===== src/rtl/parking_pkg.sv =====
// Shared constants, types and helpers for the parking occupancy logic.
package parking_pkg;

  localparam int N_SPOTS_DEF = 8;

  // Width needed to hold a count from 0 to n inclusive.
  function automatic int cnt_w(input int n);
    return $clog2(n + 1);
  endfunction

  typedef logic [N_SPOTS_DEF-1:0] bay_vec_t;

endpackage


===== src/rtl/parking_popcount.sv =====
// Combinational ones-count of a bay occupancy vector.
// The gate controller uses this block as well.
module parking_popcount
  import parking_pkg::*;
#(
  parameter int N_SPOTS = N_SPOTS_DEF,
  parameter int CNT_W   = cnt_w(N_SPOTS)
) (
  input  logic [N_SPOTS-1:0] vec,
  output logic [CNT_W-1:0]   ones
);

  // Add up the set bits. Bit position does not affect the result.
  always_comb begin
    // NOTE: assigning a default before the loop means every path drives
    // ones, so no latch is inferred.
    ones = '0;
    for (int i = 0; i < N_SPOTS; i++) begin
      ones = ones + CNT_W'(vec[i]);
    end
  end

endmodule


===== src/rtl/parking_capacity_cnt.sv =====
// Occupancy counter for a parking lot. Each bay sensor bit is
// synchronised, the occupied bays are counted, and the counts and
// status flags are registered.
module parking_capacity_cnt
  import parking_pkg::*;
#(
  parameter int N_SPOTS = N_SPOTS_DEF,
  parameter int CNT_W   = cnt_w(N_SPOTS)
) (
  input  logic               clk,
  input  logic               rst_n,
  input  logic [N_SPOTS-1:0] new_capacity,
  output logic [CNT_W-1:0]   parked,
  output logic [CNT_W-1:0]   empty,
  output logic               full,
  output logic               all_free,
  output logic               changed
);

  localparam logic [CNT_W-1:0] SPOTS = CNT_W'(N_SPOTS);

  logic [N_SPOTS-1:0] sync_q1;
  logic [N_SPOTS-1:0] occ_s;
  logic [CNT_W-1:0]   cnt;

  // Two-flop synchroniser for each sensor bit. The sensors are not
  // related to clk in any way.
  always_ff @(posedge clk or negedge rst_n) begin
    if (!rst_n) begin
      sync_q1 <= '0;
      occ_s   <= '0;
    end else begin
      // NOTE: non-blocking assignments let occ_s take the old sync_q1,
      // which keeps the two stages separate.
      sync_q1 <= new_capacity;
      occ_s   <= sync_q1;
    end
  end

  parking_popcount #(
    .N_SPOTS (N_SPOTS),
    .CNT_W   (CNT_W)
  ) u_popcount (
    .vec  (occ_s),
    .ones (cnt)
  );

  // Register the counts and flags so the outputs come straight from flops
  // and cannot glitch.
  always_ff @(posedge clk or negedge rst_n) begin
    if (!rst_n) begin
      // NOTE: the reset values keep parked + empty == N_SPOTS and keep
      // full/all_free exclusive even while reset is held.
      parked   <= '0;
      empty    <= SPOTS;
      full     <= 1'b0;
      all_free <= 1'b1;
      changed  <= 1'b0;
    end else begin
      parked   <= cnt;
      empty    <= SPOTS - cnt;
      full     <= (cnt == SPOTS);
      all_free <= (cnt == '0);
      changed  <= (cnt != parked);
    end
  end

endmodule


===== config.mk =====
export PLATFORM = sky130hd
export DESIGN_NAME = parking_capacity_cnt
export DESIGN_NICKNAME = d
export VERILOG_FILES = /design/src/rtl/parking_pkg.sv /design/src/rtl/parking_popcount.sv /design/src/rtl/parking_capacity_cnt.sv
export SDC_FILE = /design/constraint.sdc
export NUM_CORES = 1
export LEC_CHECK = 0
export ABC_AREA = 1
export ABC_CLOCK_PERIOD_IN_PS = 6400
export BUFFER_PORTS_ARGS = -buffer_cell sky130_fd_sc_hd__buf_2
export CAP_MARGIN = 20
export CORE_ASPECT_RATIO = 0.5
export CORE_UTILIZATION = 30
export DETAILED_ROUTE_END_ITERATION = 8
export MAX_ROUTING_LAYER = met4
export RECOVER_POWER = 100
export SYNTH_ARGS = -nofsm -noshare
export SYNTH_HDL_FRONTEND = slang
export SYNTH_HIERARCHICAL = 1
export SYNTH_SLANG_ARGS = --single-unit

===== constraint.sdc =====
create_clock -name clk -period 6.4 [get_ports clk]
set_clock_uncertainty 0.2 [all_clocks]
set_input_delay 0.96 -clock clk [delete_from_list [all_inputs] [get_ports clk]]
set_output_delay 0.96 -clock clk [all_outputs]
set_load 0.05 [all_outputs]

==> results of run 1 <==
==> Yosys cell counts (all sizes together) <==
master and instances:
xnor2 1, dfrtp 24, nand2 21, inv 24, nand3 2, fa 4, buf 1, nor2 4
nand4 1, dfstp 2, ha 4
==> layout by cell type, fill, tap and decap left out <==
cell type	Yosys	layout
dfrtp_1	24	24
fa_1	4	4
buf_2	0	8
nor2_1	4	4
nand2_2	1	1
xnor2_1	1	1
ha_1	4	4
nand3_1	2	2
dfstp_2	2	2
bufinv_16	0	1
inv_1	23	24
clkbuf_8	0	3
clkbuf_1	0	12
nand2_1	20	20
nand4_1	1	1
==> worst paths after layout <==
kind                                 start         end  slack (ps)  depth (start not counted)
max in group asynchronous            rst_n  sync_q1[2]        4480                          1
worst max-delay path              occ_s[0]     changed        3050                         16
worst max register to register    occ_s[0]     changed        3050                         16
worst min register to register  sync_q1[1]    occ_s[1]         150                          0
min in group asynchronous            rst_n   parked[0]         760                          1
worst min-delay path            sync_q1[1]    occ_s[1]         150                          0
==> worst reg2reg max path: cells and delay by family, from the launching register on <==
family | cells | cell delay, ps
adders and majority gates | 5 | 1940
buffers and inverters | 5 | 330
DFF | 1 | 330
and+or+nand+nor | 6 | 440
==> flip-flops by register name (all words and copies together) (netlist names) <==
register / count
occ_s: 8
sync_q1: 8
parked: 4
empty: 3
all_free: 1
changed: 1
full: 1
==> power groups by stage <==
stage                     Combinational [mW]  Sequential [mW]  Clock, mW
after floorplan                       0.0853            0.292          0
after global placement                 0.207            0.209          0
after detailed placement               0.211            0.209          0
after CTS                              0.211            0.206      0.138
after global routing                   0.220            0.211      0.145
final                                  0.200            0.207      0.133
==> layer usage <==
layer / vias to the layer above / GRT usage, %
met4: 0 / 3.051
li1: 294 / -
met1: 264 / 11.15
met2: 16 / 14.63
met5: - / -
met3: 2 / 4.086
==> cells by family after synthesis <==
group / Yosys count
flip-flops: 26
adder cells (fa/ha/maj): 8
XOR/XNOR: 1
buffers and inverters: 25
AND/OR/NAND/NOR: 28
==> through the flow <==
stage	hold WS (ps)	area, µm²
CTS	154.9	1216
finish	152.8	1201
detailed placement	134.7	1145
global placement	133.8	1145
global route	165.3	1201
floorplan	131.2	1002
==> area by class of cell <==
cell class	count	area, µm²
inverters	24	90.09
fillers	319	1882
repair buffers	20	85.08
well taps	40	50.05
clock inverters	1	30.03
flip-flops and latches	26	653.1
multi-input cells	37	251.5
clock buffers	3	41.29
==> impl_metrics.csv, run 1 <==
group,metric,value,unit
global_routing,overflow,0,
worst_setup_path,cp.required,6360,ps
global_routing,track_usage,9.406,%
floorplan,io_pins,21,
logic_synthesis,syn-cell-area,1002,µm²
worst_setup_path,cpLargestDelayFamily,"adder cells",
logic_synthesis,synth_compound_area_share,0,%
place,preCtsSetupSlack,3043,ps
final_layout,final_util,38.96,%
global_routing,grt_pass1_vias,581,
clock_tree,cts_num_sinks,26,
logic_synthesis,synth.area.mux_share,0,%
final_layout,area_growth,19.85,%
floorplan,core_area,3083,µm²
place,placed_cells,147,
timing,slew_violations,0,
logic_synthesis,netlist_top_cells_area,"dfrtp_1 (60%), inv_1 (8.6%), fa_1 (8.0%)",
worst_setup_path,slowest_stage,"fa_1",
timing,clock.fmax,298.6,MHz
logic_synthesis,yosys.area_share.adder,12.98,%
timing,hold_viol,0,
clock_tree,cts_max_path_buffers,2,
logic_synthesis,synth_top_area_share,59.93,%
clock_tree,cts_buffers,3,
logic_synthesis,synth_area_leader_cell,"dfrtp_1",
detailed_routing,wl_met3,84,µm
timing,setup_viol,0,
power,leakage,0.6310,nW
detailed_routing,drc_errors,0,
floorplan,dieArea,3590,µm²
timing,max_slew_margin,13.47,%
clock_tree,cts-resized-gates,0,
clock_tree,clk_latency,260,ps
detailed_routing,vias,576,
worst_setup_path,end_kind,"flip-flop",
timing,rsz0062_at_grt,"false",
worst_setup_path,critPathBufInv,5,
power,ir_worst_vdd,0.0001668,V
worst_setup_path,cpMostUsedCell,"inv_1",
final_layout,final_nets,130,
clock_tree,postCtsHoldBufs,0,
worst_setup_path,critical_path_peak_fanout,4,
power,p_total,0.5391,mW
logic_synthesis,synth_top_family_by_area,"adder cells",
logic_synthesis,syn_inst,88,
detailed_routing,routed_via_density,3.815,
clock_tree,cts_tree,"built",
logic_synthesis,synth_xor_xnor_area_share,0.8739,%
run,drv_cap,0,
floorplan,rows,14,
global_routing,grt_max_degree,27,
logic_synthesis,syn-num-nets,106,
timing,post-route-period-util,52.33,%
floorplan,die_y,42.87,µm
worst_setup_path,path_class,"flip-flop to flip-flop",
place,port_buffers,20,
detailed_routing,wl_met1,570,µm
min_path,worstHoldPathType,"flip-flop to flip-flop",
detailed_routing,finalWirelength,1.289,mm
floorplan,die_width,83.74,µm
status,outcome,"finished, final reports clean",
logic_synthesis,yosysUniqueCellTypes,13,
timing,fin_crit,3349,ps
detailed_routing,route.met2.wl,620,µm
worst_setup_path,path_cells,"inv_1 -> fa_1 -> fa_1 -> fa_1 -> inv_1 -> ha_1 -> inv_1 -> fa_1 -> inv_1 -> nand2_1 -> nand2_1 -> inv_1 -> nand2_2 -> nand2_1 -> nor2_1 -> nand2_1",
logic_synthesis,synthSimpleGateAreaFrac,11.24,%
place,gp_congestion,0.7641,
worst_setup_path,critPathLaunchType,"flip-flop",
timing,fin_tns_setup,0,ps
worst_setup_path,cpPeakStageDelay,560,ps
detailed_routing,ant_nets,0,
final_layout,drive_gt1_share,13.51,%
worst_setup_path,cp_data_arrival_time,3310,ps
power,power.density,448.9,nW/µm²
detailed_routing,firstDrtPassIters,4,
timing,max_slew.worst_pin.slew,1298,ps
detailed_routing,avgRoutedWirePerCell,8.536,µm
logic_synthesis,ys_ff_latch,26,
logic_synthesis,seq_area_frac_synth,65.17,%
detailed_routing,dr.max_layer_used,"met4",
floorplan,start_util,32.51,%
power,power.internal,0.3241,mW
global_routing,grt_pass1_wl,2.463,mm
power,pwr-share-comb,37.0,%
timing,setup_ws,3051,ps
power,seqPwrFrac,38.3,%
place,dp_hpwl,995.1,µm
power,p_clk_share,24.7,%
clock_tree,postCtsSetupBuffers,0,
final_layout,antennaDiodeCount,0,
final_layout,stdcell_count,151,
detailed_routing,drt_iter0_drc,20,
power,p_sw_share,39.88,%
clock_tree,path_clk_slew,90,ps
clock_tree,cts_htree_levels,1,
power,p_switching,0.2150,mW
logic_synthesis,yosys_warnings,6,
logic_synthesis,syn_avg_cell_area,11.39,µm²
global_routing,grt_antenna_before_repair,0,
clock_tree,cts_root_buf,"clkbuf_8",
Note: power is estimated with default switching activity, not from simulation.
==> run 2: changes to the inputs <==
- ABC_AREA: 1 -> 0
- ABC_CLOCK_PERIOD_IN_PS: 6400 -> 3090
- clock period: 6.4 -> 3.09 ns (I/O delays scaled with it)
==> impl_metrics.csv, run 2 <==
group,metric,value,unit
clock_tree,cts_htree_levels,1,
timing,post-route-period-util,107.7,%
worst_setup_path,critPathBufInv,5,
worst_setup_path,cp.required,3060,ps
worst_setup_path,cpPeakStageDelay,540,ps
power,power.density,950.2,nW/µm²
timing,fin_tns_setup,-1055,ps
worst_setup_path,end_kind,"flip-flop",
worst_setup_path,cpMostUsedCell,"inv_2",
timing,setup_viol,6,
place,port_buffers,20,
detailed_routing,drc_errors,0,
detailed_routing,ant_nets,0,
worst_setup_path,path_class,"flip-flop to flip-flop",
worst_setup_path,critical_path_peak_fanout,4,
global_routing,grt_antenna_before_repair,0,
floorplan,start_util,31.77,%
worst_setup_path,critPathLaunchType,"flip-flop",
final_layout,top_regs,"occ_s: 8 flops, sync_q1: 8 flops, parked: 4 flops",
floorplan,io_pins,21,
detailed_routing,dr.max_layer_used,"met4",
power,ir_worst_vdd,0.0003781,V
worst_setup_path,cp_data_arrival_time,3300,ps
worst_setup_path,slowest_stage,"fa_1",
logic_synthesis,synth_area_leader_cell,"dfrtp_1",
floorplan,rows,14,
clock_tree,cts_tree,"built",
detailed_routing,wl_met1,521,µm
detailed_routing,avgRoutedWirePerCell,9.215,µm
floorplan,dieArea,3434,µm²
timing,rsz0062_at_grt,"true",
clock_tree,clk_latency,270,ps
logic_synthesis,seq_area_frac_synth,68.24,%
timing,slew_violations,0,
detailed_routing,routed_via_density,3.769,
detailed_routing,firstDrtPassIters,4,
logic_synthesis,synth_most_common_cell,"dfrtp_1",
logic_synthesis,syn-cell-area,957.2,µm²
global_routing,grt_max_degree,27,
timing,max_slew_margin,11.67,%
timing,whs,97.39,ps
timing,max_slew.worst_pin.slew,1325,ps
detailed_routing,vias,490,
worst_setup_path,cpLargestDelayFamily,"adder cells",
clock_tree,cts_num_sinks,26,
detailed_routing,wl_met3,55,µm
logic_synthesis,syn_inst,64,
final_layout,area_growth,27.71,%
timing,hold_viol,0,
logic_synthesis,syn-num-nets,82,
clock_tree,postCtsSetupBuffers,0,
floorplan,core_area,3013,µm²
global_routing,grt_pass1_wl,2.083,mm
detailed_routing,finalWirelength,1.198,mm
final_layout,layout_commonest_cell,"dfrtp_1",
final_layout,final_nets,109,
timing,fin_crit,3328,ps
power,leakage,0.5735,nW
logic_synthesis,synth-main-ff-cell,"dfrtp_1",
logic_synthesis,yosys_warnings,6,
place,gp_congestion,0.6782,
logic_synthesis,ys_ff_latch,26,
global_routing,track_usage,9.020,%
final_layout,drive_gt1_share,30.00,%
logic_synthesis,syn_avg_cell_area,14.96,µm²
logic_synthesis,synth_common_cells,"dfrtp_1 (24), inv_1 (16), xnor2_1 (6), fa_1 (4), ha_1 (4)",
run,drv_cap,0,
logic_synthesis,synth_top_area_share,62.75,%
clock_tree,cts_buffers,3,
logic_synthesis,synth_edf_count,0,
worst_setup_path,path_cells,"inv_2 -> fa_1 -> fa_1 -> fa_1 -> inv_1 -> ha_2 -> inv_2 -> fa_2 -> inv_2 -> inv_2 -> ha_4 -> and3b_2",
detailed_routing,route.met2.wl,608,µm
floorplan,die_y,41.94,µm
status,violations,"negative setup slack",
final_layout,final_cell_mix,"dfrtp_1 (24), clkbuf_1 (13), inv_1 (11)",
logic_synthesis,postSynth.asyncResetShare,100.0,%
clock_tree,path_clk_slew,90,ps
final_layout,final_area,1222,µm²
clock_tree,cts_root_buf,"clkbuf_8",
final_layout,antennaDiodeCount,0,
place,placedInstanceArea,1156,µm²
timing,clock.fmax,300.5,MHz
global_routing,overflow,0,
global_routing,grt_pass1_vias,489,
detailed_routing,drt_iter0_drc,8,
logic_synthesis,netlist_top_cells_area,"dfrtp_1 (63%), fa_1 (8.4%), inv_1 (6.3%)",
clock_tree,cts_max_path_buffers,2,
min_path,worstHoldPathType,"input port to flip-flop",
status,outcome,"finished with violations",
logic_synthesis,yosysUniqueCellTypes,14,
timing,setup_ws,-238.2,ps
floorplan,die_width,81.88,µm
run 2: cell count changes after synthesis, moves of 2 or more:
cell / previous run / this run
xnor2_1: 1 / 6
nor2_1: 4 / 0
inv_1: 23 / 16
nand2_1: 20 / 0
nand3_1: 2 / 0
run 2: logic make-up after synthesis:
kind of cell	after synthesis	share of synthesized area [%]
AO/OA/AOI/OAI	1	0.5224
XOR/XNOR	7	6.405
adder cells (fa/ha/maj)	8	13.60
buffers and inverters	17	7.059
flip-flops	26	68.24
AND/OR/NAND/NOR	5	4.184
run 2: through the flow:
stage               worst slack, ps  cells  util (%)  total power, mW
floorplan                    -189.1     64         -           0.8158
global placement             -242.9    125     38.37           0.9123
detailed placement           -292.5    125     38.37           0.9117
CTS                          -259.1    130     41.07            1.192
global route                 -329.5    130     40.57            1.234
finish                       -238.2    130     40.57            1.162
run 2: layout make-up:
| class | instances | area [µm²] |
|---|---|---|
| Inverter | 16 | 60.06 |
| Clock inverter | 1 | 30.03 |
| Timing Repair Buffer | 23 | 110.1 |
| Fill cell | 301 | 1790 |
| Sequential cell | 26 | 653.1 |
| Clock buffer | 3 | 41.29 |
| Multi-Input combinational cell | 21 | 277.8 |
| Tap cell | 40 | 50.05 |
run 2: per-layer routing:
metal	track usage, %	vias up
met4	4.211	0
met2	13.22	12
li1	-	238
met3	5.275	2
met1	9.784	238
met5	-	-
run 2: final timing paths:
kind | start | endpoint | slack (ps) | cells past startpoint
worst min-delay path | new_capacity[0] | sync_q1[0] | 100 | 1
min in group asynchronous | rst_n | empty[2] | 810 | 2
worst min register to register | sync_q1[1] | occ_s[1] | 140 | 0
worst max register to register | occ_s[0] | full | -240 | 12
max in group asynchronous | rst_n | occ_s[7] | 1090 | 2
worst max-delay path | occ_s[0] | full | -240 | 12
run 2: what timing repair did:
action	4_1_cts	5_1_grt
hold endpoints to repair	24	0
resized for setup	1	2
hold buffers	1	0
pin swaps	5	2
setup endpoints to repair	6	7
run 2: power breakdown:
group	leakage (nW)	switching (mW)	internal [mW]
combinational	0.235	0.318	0.138
sequential	0.303	0.0231	0.406
clock	0.0357	0.103	0.173
